<file path="src/rtl/debounce_event_ctrl_if.sv">
// Event handshake between the debouncer event controller and its consumer.
// The controller drives valid/idx/rise; the consumer answers with ready.
interface debounce_event_ctrl_if #(
    parameter int DW = 8
);
    localparam int IW = $clog2(DW);

    logic          evt_valid_o;
    logic          evt_ready_i;
    logic [IW-1:0] evt_idx_o;
    logic          evt_rise_o;

    modport master (
        output evt_valid_o,
        output evt_idx_o,
        output evt_rise_o,
        input  evt_ready_i
    );

    modport slave (
        input  evt_valid_o,
        input  evt_idx_o,
        input  evt_rise_o,
        output evt_ready_i
    );
endinterface

</file>
<file path="src/rtl/debounce_event_ctrl.sv">
// Debouncer bank controller: sample-enable prescaler, per-bit edge capture with
// one pending event per bit, and a round-robin arbiter onto one event port.
module debounce_event_ctrl #(
    parameter int DW       = 8,
    parameter int TICK_DIV = 1000,
    localparam int IW      = $clog2(DW)
) (
    input  logic                   clk,
    input  logic                   rst,
    input  logic                   enable_i,
    input  logic [DW-1:0]          db_in,
    output logic                   en_o,
    debounce_event_ctrl_if.master  evt,
    output logic [DW-1:0]          pend_o,
    output logic                   overflow_o,
    input  logic                   clr_overflow_i
);

    localparam int            CW       = (TICK_DIV > 1) ? $clog2(TICK_DIV) : 1;
    localparam logic [CW-1:0] CNT_LAST = CW'(TICK_DIV - 1);

    typedef enum logic {
        IDLE,
        PRESENT
    } state_t;

    state_t        state_q;
    state_t        state_d;
    logic [CW-1:0] cnt;
    logic          tick;
    logic [DW-1:0] prev;
    logic [DW-1:0] edges;
    logic [DW-1:0] pend;
    logic [DW-1:0] pol;
    logic [DW-1:0] grant_vec;
    logic          grant;
    logic [IW-1:0] grant_idx;
    logic [IW-1:0] ptr;
    logic [IW-1:0] idx_q;
    logic          rise_q;
    logic          overflow;
    logic          ovf_set;

    // The strobe is the terminal count itself, so disabling kills it at once.
    assign tick = enable_i && (cnt == CNT_LAST);
    assign en_o = tick;

    always_ff @(posedge clk or negedge rst) begin
        if (!rst) begin
            cnt <= '0;
        end else if (!enable_i || tick) begin
            cnt <= '0;
        end else begin
            cnt <= cnt + 1'b1;
        end
    end

    assign edges     = db_in ^ prev;
    assign grant_vec = grant ? (DW'(1) << grant_idx) : '0;
    // Only a collision that the arbiter is not draining this cycle loses an event.
    assign ovf_set   = |(edges & pend & ~grant_vec);

    always_comb begin
        state_d   = state_q;
        grant     = 1'b0;
        grant_idx = '0;
        case (state_q)
            IDLE: begin
                for (int k = DW; k >= 1; k--) begin
                    if (pend[IW'((int'(ptr) + k) % DW)]) begin
                        grant     = 1'b1;
                        grant_idx = IW'((int'(ptr) + k) % DW);
                    end
                end
                if (grant) begin
                    state_d = PRESENT;
                end
            end
            PRESENT: begin
                if (evt.evt_ready_i) begin
                    state_d = IDLE;
                end
            end
            default: state_d = IDLE;
        endcase
    end

    always_ff @(posedge clk or negedge rst) begin
        if (!rst) begin
            state_q  <= IDLE;
            prev     <= '0;
            pend     <= '0;
            pol      <= '0;
            ptr      <= IW'(DW - 1);
            idx_q    <= '0;
            rise_q   <= 1'b0;
            overflow <= 1'b0;
        end else begin
            state_q  <= state_d;
            prev     <= db_in;
            pend     <= (pend & ~grant_vec) | edges;
            pol      <= (pol & ~edges) | (db_in & edges);
            overflow <= ovf_set | (overflow & ~clr_overflow_i);
            if (grant) begin
                idx_q  <= grant_idx;
                rise_q <= pol[grant_idx];
                ptr    <= grant_idx;
            end
        end
    end

    assign evt.evt_valid_o = (state_q == PRESENT);
    assign evt.evt_idx_o   = idx_q;
    assign evt.evt_rise_o  = rise_q;
    assign pend_o          = pend;
    assign overflow_o      = overflow;

endmodule

</file>
<file path="src/flat_wrapper.sv">
// flat-port wrapper written by rule: the top's interface ports become plain ports
module debounce_event_ctrl_flat 
#(
    parameter int DW       = 8,
    parameter int TICK_DIV = 1000,
    localparam int IW      = $clog2(DW)
)
  (clk, rst, enable_i, db_in, en_o, pend_o, overflow_o, clr_overflow_i, evt_evt_valid_o, evt_evt_idx_o, evt_evt_rise_o, evt_evt_ready_i);
  debounce_event_ctrl_if #(.DW(DW)) evt_i ();
  input  logic clk;
  input  logic rst;
  input  logic enable_i;
  input  logic [DW-1:0] db_in;
  output logic en_o;
  output logic [DW-1:0] pend_o;
  output logic overflow_o;
  input  logic clr_overflow_i;
  output wire logic [$bits(evt_i.evt_valid_o)-1:0] evt_evt_valid_o;
  output wire logic [$bits(evt_i.evt_idx_o)-1:0] evt_evt_idx_o;
  output wire logic [$bits(evt_i.evt_rise_o)-1:0] evt_evt_rise_o;
  input wire logic [$bits(evt_i.evt_ready_i)-1:0] evt_evt_ready_i;
  assign evt_evt_valid_o = evt_i.evt_valid_o;
  assign evt_evt_idx_o = evt_i.evt_idx_o;
  assign evt_evt_rise_o = evt_i.evt_rise_o;
  assign evt_i.evt_ready_i = evt_evt_ready_i;
  debounce_event_ctrl #(.DW(DW), .TICK_DIV(TICK_DIV)) u_core (.clk(clk), .rst(rst), .enable_i(enable_i), .db_in(db_in), .en_o(en_o), .evt(evt_i), .pend_o(pend_o), .overflow_o(overflow_o), .clr_overflow_i(clr_overflow_i));
endmodule
</file>
<file path="config.mk">
export PLATFORM = sky130hd
export DESIGN_NAME = debounce_event_ctrl_flat
export DESIGN_NICKNAME = d
export VERILOG_FILES = /design/src/rtl/debounce_event_ctrl_if.sv /design/src/rtl/debounce_event_ctrl.sv /design/src/flat_wrapper.sv
export SDC_FILE = /design/constraint.sdc
export NUM_CORES = 1
export LEC_CHECK = 0
export BUFFER_PORTS_ARGS = -buffer_cell sky130_fd_sc_hd__buf_2
export CELL_PAD_IN_SITES_DETAIL_PLACEMENT = 2
export CELL_PAD_IN_SITES_GLOBAL_PLACEMENT = 2
export CORE_MARGIN = 10
export CORE_UTILIZATION = 39
export DETAILED_ROUTE_END_ITERATION = 7
export GPL_ROUTABILITY_DRIVEN = 0
export HOLD_SLACK_MARGIN = 0.02
export PLACE_DENSITY_LB_ADDON = 0.12
export SKIP_LAST_GASP = 1
export SLEW_MARGIN = 20
export SYNTH_ARGS = -nofsm -noshare
export SYNTH_HDL_FRONTEND = slang
export SYNTH_SLANG_ARGS = --single-unit
export TNS_END_PERCENT = 30
</file>
<file path="constraint.sdc">
create_clock -name clk -period 5.35 [get_ports clk]
set_input_delay 1.07 -clock clk [delete_from_list [all_inputs] [get_ports clk]]
set_output_delay 1.07 -clock clk [all_outputs]
set_load 0.02 [all_outputs]
</file>
==> results of run 1 <==
[per-layer routing]
layer	global-route usage [%]	wire (um)	share of wire (%)	vias up
li1	-	-	-	1095
met1	18.9	3780	46	1185
met2	25.5	4130	50	35
met3	2.34	254	3.1	13
met4	4.16	130	1.6	0
met5	0	0	0	-
[worst reg2reg max path: cells and delay by family (launching register included)]
kind | cells | cell delay (ns)
AO/OA/AOI/OAI | 4 | 0.91
AND/OR/NAND/NOR | 4 | 1.31
adder cells (fa/ha/maj) | 1 | 0.66
multiplexers | 1 | 0.39
buffers and inverters | 1 | 0.21
flip-flops | 1 | 0.89
[logic make-up (layout without fill, tap and decap cells)]
logic type,Yosys count,after routing,share of synthesized area (%)
fa+ha+maj,3,3,1.26
simple gates,101,101,17.6
compound gates,61,61,14.6
flops,43,43,36.3
buf+inv,31,47,5.43
xor+xnor,19,19,6.10
mux,33,33,18.6
[stage by stage]
step / worst slack (ns) / utilization [%] / area [sq um]
2_1_floorplan: 1.35 / - / 2970
4_1_cts: 0.863 / 44.4 / 3250
3_3_place_gp: 1.01 / 42.5 / 3120
5_1_grt: 0.450 / 44.4 / 3250
3_5_place_dp: 0.885 / 42.5 / 3120
6_report: 0.868 / 44.4 / 3250
[power groups by stage]
stage | clock, W | combinational (W) | sequential (W)
final | 0.000294 | 0.00111 | 0.000549
after global routing | 0.000312 | 0.00121 | 0.000568
after CTS | 0.000303 | 0.00111 | 0.000550
after detailed placement | 0 | 0.00110 | 0.000556
after global placement | 0 | 0.00108 | 0.000550
after floorplan | 0 | 0.000912 | 0.000498
[placed cells by master, fill, tap and decap left out, types with 2 or more instances in the layout]
| cell type | n |
|---|---|
| nor2_1 | 22 |
| ha_1 | 3 |
| nand4_1 | 3 |
| dfrtp_1 | 40 |
| o21ai_0 | 14 |
| a311oi_1 | 2 |
| a211oi_1 | 3 |
| a22o_1 | 2 |
| a21o_1 | 9 |
| nand2_1 | 30 |
| dfstp_2 | 3 |
| mux2_4 | 3 |
| and2_1 | 4 |
| a221oi_1 | 2 |
| mux2_1 | 3 |
| a211o_1 | 3 |
| mux2_2 | 4 |
| mux2i_1 | 7 |
| a31oi_1 | 3 |
| nand4b_1 | 2 |
| nor2b_1 | 4 |
| buf_2 | 27 |
| clkbuf_8 | 5 |
| xor2_1 | 12 |
| xnor2_1 | 5 |
| bufinv_16 | 2 |
| nand2b_1 | 3 |
| o21ai_1 | 3 |
| nor3b_1 | 3 |
| inv_1 | 11 |
| nor4b_1 | 2 |
| a21oi_1 | 4 |
| nand3_1 | 11 |
| o2111ai_1 | 2 |
| mux4_2 | 16 |
| nor3_1 | 8 |
[worst max-delay path by stage]
stage | from | end | slack, ns | cells after the start
after CTS | u_core.ptr[0]$_DFFE_PN1P_ | u_core.evt.evt_rise_o$_DFFE_PN0P_ | 0.86 | 11
after detailed placement | u_core.ptr[0]$_DFFE_PN1P_ | u_core.evt.evt_rise_o$_DFFE_PN0P_ | 0.89 | 11
after global routing | u_core.ptr[0]$_DFFE_PN1P_ | u_core.overflow_o$_DFF_PN0_ | 0.45 | 11
after global placement | u_core.ptr[0]$_DFFE_PN1P_ | u_core.evt.evt_rise_o$_DFFE_PN0P_ | 1.01 | 11
after floorplan | u_core.ptr[1]$_DFFE_PN1P_ | u_core.evt.evt_rise_o$_DFFE_PN0P_ | 1.35 | 15
final | u_core.ptr[0]$_DFFE_PN1P_ | u_core.evt.evt_rise_o$_DFFE_PN0P_ | 0.87 | 11
[area by class of cell]
class,instances,area [sq um]
clock inverter,2,60.1
sequential,43,1080
multi-input combinational,217,1730
inverter,11,41.3
timing repair buffer,28,143
tap,99,124
clock buffer,6,72.6
fill,783,4080
==> results.py, run 1 <==
metrics = {
    "pwr": {
        "p_int_w": 0.00104,
        "seq_power_share_pct": 28.1,
        "switching_share_pct": 46.6,
        "p_leak_nw": 1.32,
        "p_switching_w": 0.000908,
        "pwr-share-comb_pct": 56.8,
        "p_clk_share_pct": 15.1,
        "power_density_nw_per_um2": 600,
        "total_power_w": 0.00195,
        "ir_drop_v": 0.000221,
    },
    "sta": {
        "rsz0062_at_grt": "no",
        "fin_skew_ns": 0.00364,
        "hold_slack_ns": 0.486,
        "final_max_slew_viol_count": 0,
        "min_period_over_period_pct": 83.8,
        "tightest_slew_ns": 0.964,
        "maxSlewHeadroom_pct": 35.8,
        "fmax_mhz": 223,
        "period_needed_ns": 4.48,
        "hold_violations": 0,
        "finalSetupViolCount": 0,
        "fin_setup_tns_ns": 0,
    },
    "synth": {
        "synth_commonest_cells": "dfrtp_1, nand2_1, nor2_1, mux4_2, o21ai_0",
        "synth_ff_type": "dfrtp_1",
        "synth_seq_area_share_pct": 36.3,
        "yosys.area.top_type": "dfrtp_1",
        "yosysTopAreaCellShare_pct": 33.7,
        "synth_area_sq_um": 2970,
        "synth_most_common_cell": "dfrtp_1",
        "ys_types": 62,
        "syn_area_per_cell_sq_um": 10.2,
        "synth_area_leaders": "dfrtp_1, mux4_2, nand2_1",
        "ys_ff_latch": 43,
        "synth_nets": 307,
        "synth_edf_count": 0,
        "async_reset_ff_share_pct": 100,
        "yosys_warnings": 0,
        "syn_inst": 291,
    },
    "clocking": {
        "cts_max_path_buffers": 2,
        "clock_latency_ns": 0.29,
        "cts-root-buf": "clkbuf_8",
        "cts_made_buffers": 5,
        "cts_resized": 0,
        "cts_tree": "yes",
        "cts_hold_buf": 0,
        "cts.sinks": 43,
        "clk_pin_slew_worst_paths_ns": 0.08,
        "post_cts_buffers": 0,
        "htreeDepth": 2,
    },
    "grt": {
        "globalRouteTotalUtil_pct": 14.9,
        "antenna_found_initial": 0,
        "grt_pass1_wl_mm": 13.8,
        "first_global_vias": 2550,
        "grt_max_degree": 44,
        "grt.overflow.total": 0,
    },
    "setup_path": {
        "slowest_stage": "dfstp_2",
        "r2r_slack_ns": 0.87,
        "r2r_end": "u_core.evt.evt_rise_o$_DFFE_PN0P_",
        "critPathCaptureType": "register",
        "cpPeakStageDelay_ns": 0.89,
        "cp_num_buf_inv": 1,
        "r2r_start": "u_core.ptr[0]$_DFFE_PN1P_",
        "critPathLaunchType": "register",
        "crit_type": "reg2reg",
        "crit_chain": "inv_1, ha_1, mux2_1, nor3_1, a211o_1, o32ai_1, or4_4, nor2_8, nor3b_1, o31a_1, a221o_1",
        "required_ns": 5.53,
        "arrival_ns": 4.66,
        "critical_path.top_delay_family": "simple AND/OR/NAND/NOR gates",
        "reg2regPathDepth": 11,
        "cp_max_fo": 23,
    },
    "final_layout": {
        "antenna_cells": 0,
        "drive_above_1_share_pct": 21.8,
        "nets": 322,
        "finalNonFillerCells": 406,
        "area_growth_pct": 9.39,
    },
    "outcome": {
        "outcome": "finished clean",
    },
    "hold_path": {
        "hp-class": "reg2reg",
        "hold_depth": 1,
        "hold_start": "u_core.prev[1]$_DFF_PN0_",
    },
    "detailed_routing": {
        "drt-total-wl_mm": 8.29,
        "drt-vias-per-instance": 5.73,
        "vias": 2328,
        "drt_iter0_markers": 91,
        "dr.pass1.iters": 4,
        "routedWlPerCell_um": 20.4,
        "drcViolationCount": 0,
        "ant_nets": 0,
    },
    "floorplan": {
        "row_count": 31,
        "die_x_um": 107,
        "start_util_pct": 40.6,
        "dieArea_sq_um": 11500,
        "die_h_um": 107,
        "pin_count": 28,
        "fp.coreArea_sq_um": 7330,
    },
    "placed_design": {
        "port_buffers": 27,
        "place_hpwl_mm": 6.09,
        "dp.cells": 398,
    },
    "job": {
        "drv_cap": 0,
    },
}
No activity file was read; power rests on OpenSTA's default activity.
==> inputs of run 2 (changes only) <==
- clock period: 5.35 -> 4.4 ns (I/O delays scaled with it)
==> run 2 against run 1 <==
  * Core utilization barely moved
  * Count of clock-buffer cells in the layout fell by 1
  * First-iteration DRC count rose by 35%
  * Hold slack got worse by 0.0095 ns
  * Clock power rose by 7.5%
  * Power rose by 21%
  * Critical path depth did not move
  * Critical path type unchanged
==> results.py, run 2 (synthesis results as in run 1) <==
metrics = {
    "pwr": {
        "power_density_nw_per_um2": 723,
        "p_clk_share_pct": 13.4,
        "p_switching_w": 0.00112,
        "total_power_w": 0.00235,
        "ir_drop_v": 0.000263,
        "seq_power_share_pct": 26.9,
        "p_int_w": 0.00123,
        "p_leak_nw": 1.33,
        "pwr-share-comb_pct": 59.7,
        "switching_share_pct": 47.6,
    },
    "setup_path": {
        "arrival_ns": 4.13,
        "crit_type": "reg2reg",
        "critPathCaptureType": "register",
        "r2r_slack_ns": 0.46,
        "cp_max_fo": 13,
        "critPathLaunchType": "register",
        "required_ns": 4.59,
        "r2r_start": "u_core.ptr[1]$_DFFE_PN1P_",
        "reg2regPathDepth": 11,
        "r2r_end": "u_core.evt.evt_rise_o$_DFFE_PN0P_",
    },
    "detailed_routing": {
        "drcViolationCount": 0,
        "routedWlPerCell_um": 20.8,
        "drt-total-wl_mm": 8.51,
        "ant_nets": 0,
        "drt_iter0_markers": 123,
        "vias": 2394,
        "dr.pass1.iters": 4,
        "drt-vias-per-instance": 5.85,
    },
    "sta": {
        "maxSlewHeadroom_pct": 33.8,
        "setup_ws_ns": 0.460,
        "fmax_mhz": 254,
        "final_max_slew_viol_count": 0,
        "tightest_slew_ns": 0.994,
        "fin_setup_tns_ns": 0,
        "min_period_over_period_pct": 89.5,
        "hold_violations": 0,
        "finalSetupViolCount": 0,
        "rsz0062_at_grt": "no",
        "fin_skew_ns": 0.00731,
        "period_needed_ns": 3.94,
    },
    "grt": {
        "globalRouteTotalUtil_pct": 15.4,
        "antenna_found_initial": 0,
        "grt_pass1_wl_mm": 14.3,
        "first_global_vias": 2656,
        "grt.overflow.total": 0,
        "grt_max_degree": 44,
    },
    "floorplan": {
        "start_util_pct": 40.6,
        "fp.coreArea_sq_um": 7330,
        "die_x_um": 107,
        "die_h_um": 107,
        "dieArea_sq_um": 11500,
        "row_count": 31,
        "pin_count": 28,
    },
    "final_layout": {
        "final_common_cell": "dfrtp_1",
        "drive_above_1_share_pct": 22.9,
        "final_util_pct": 44.4,
        "area_growth_pct": 9.47,
        "final_cell_mix": "dfrtp_1, nand2_1, buf_2, nor2_1, mux4_2",
        "antenna_cells": 0,
        "nets": 325,
    },
    "clocking": {
        "cts_tree": "yes",
        "clock_latency_ns": 0.30,
        "cts_max_path_buffers": 2,
        "cts_made_buffers": 5,
        "cts.sinks": 43,
        "cts_resized": 0,
        "post_cts_buffers": 0,
        "cts-root-buf": "clkbuf_8",
        "htreeDepth": 2,
        "cts_hold_buf": 0,
        "clk_pin_slew_worst_paths_ns": 0.09,
    },
    "hold_path": {
        "hp-class": "reg2reg",
        "hold_start": "u_core.prev[1]$_DFF_PN0_",
        "hold_depth": 1,
    },
    "placed_design": {
        "dpl_worst_slack_ns": 0.484,
        "port_buffers": 27,
        "place_hpwl_mm": 6.23,
    },
    "job": {
        "drv_cap": 0,
    },
    "outcome": {
        "outcome": "finished clean",
    },
}
[run 2: changes by cell type in the layout (fill, tap and decap cells not counted), sizes merged]
cell / before / now
bufinv: 2 / 1
buf: 28 / 31
clkinv: 0 / 2
clkbuf: 6 / 5
[run 2: per-stage QoR]
step / hold slack [ns] / cells / cell area, sq um
CTS: 0.484 / 409 / 3250
global placement: 0.453 / 401 / 3140
finish: 0.476 / 409 / 3250
global route: 0.497 / 409 / 3250
floorplan: 0.433 / 291 / 2970
detailed placement: 0.473 / 401 / 3140
[run 2: area by class of cell]
class,instances,area (sq um)
timing repair buffer,31,165
fill,783,4080
tap,99,124
clock buffer,5,68.8
clock inverter,3,43.8
sequential,43,1080
multi-input combinational,217,1730
inverter,11,41.3
[run 2: worst max-delay path by stage]
| stage | from | endpoint | slack, ns | depth (start not counted) |
|---|---|---|---|---|
| 4_1_cts | u_core.ptr[1]$_DFFE_PN1P_ | u_core.evt.evt_rise_o$_DFFE_PN0P_ | 0.43 | 11 |
| 5_1_grt | u_core.ptr[1]$_DFFE_PN1P_ | u_core.overflow_o$_DFF_PN0_ | 0.19 | 11 |
| 3_3_place_gp | u_core.ptr[1]$_DFFE_PN1P_ | u_core.evt.evt_rise_o$_DFFE_PN0P_ | 0.54 | 11 |
| 2_1_floorplan | u_core.ptr[1]$_DFFE_PN1P_ | u_core.evt.evt_rise_o$_DFFE_PN0P_ | 0.40 | 15 |
| 3_5_place_dp | u_core.ptr[1]$_DFFE_PN1P_ | u_core.evt.evt_rise_o$_DFFE_PN0P_ | 0.48 | 11 |
| 6_report | u_core.ptr[1]$_DFFE_PN1P_ | u_core.evt.evt_rise_o$_DFFE_PN0P_ | 0.46 | 11 |
[run 2: worst max-delay path: stages (launching register included)]
cell     delay (ns)
dfstp_2        0.54
inv_1          0.10
ha_1           0.60
mux2_1         0.39
nor3_1         0.29
a211o_1        0.23
o32ai_1        0.11
or4_4          0.66
nor2_8         0.20
nor3b_1        0.08
o31a_1         0.34
a221o_1        0.27
[run 2: power by group through the flow]
stage / clock, W / sequential [W] / combinational, W
3_3_place_gp: 0 / 0.000639 / 0.00137
2_1_floorplan: 0 / 0.000605 / 0.00111
5_1_grt: 0.000345 / 0.000649 / 0.00155
3_5_place_dp: 0 / 0.000638 / 0.00141
4_1_cts: 0.000327 / 0.000632 / 0.00142
6_report: 0.000316 / 0.000632 / 0.00140
[run 2: per-layer routing]
metal  vias up  track usage (%)  routed length (um)
met5         -                0                   0
met4         0             5.32                 154
met3        13             2.99                 249
met2        29             26.8                4450
met1      1244             18.4                3660
li1       1108                -                   -
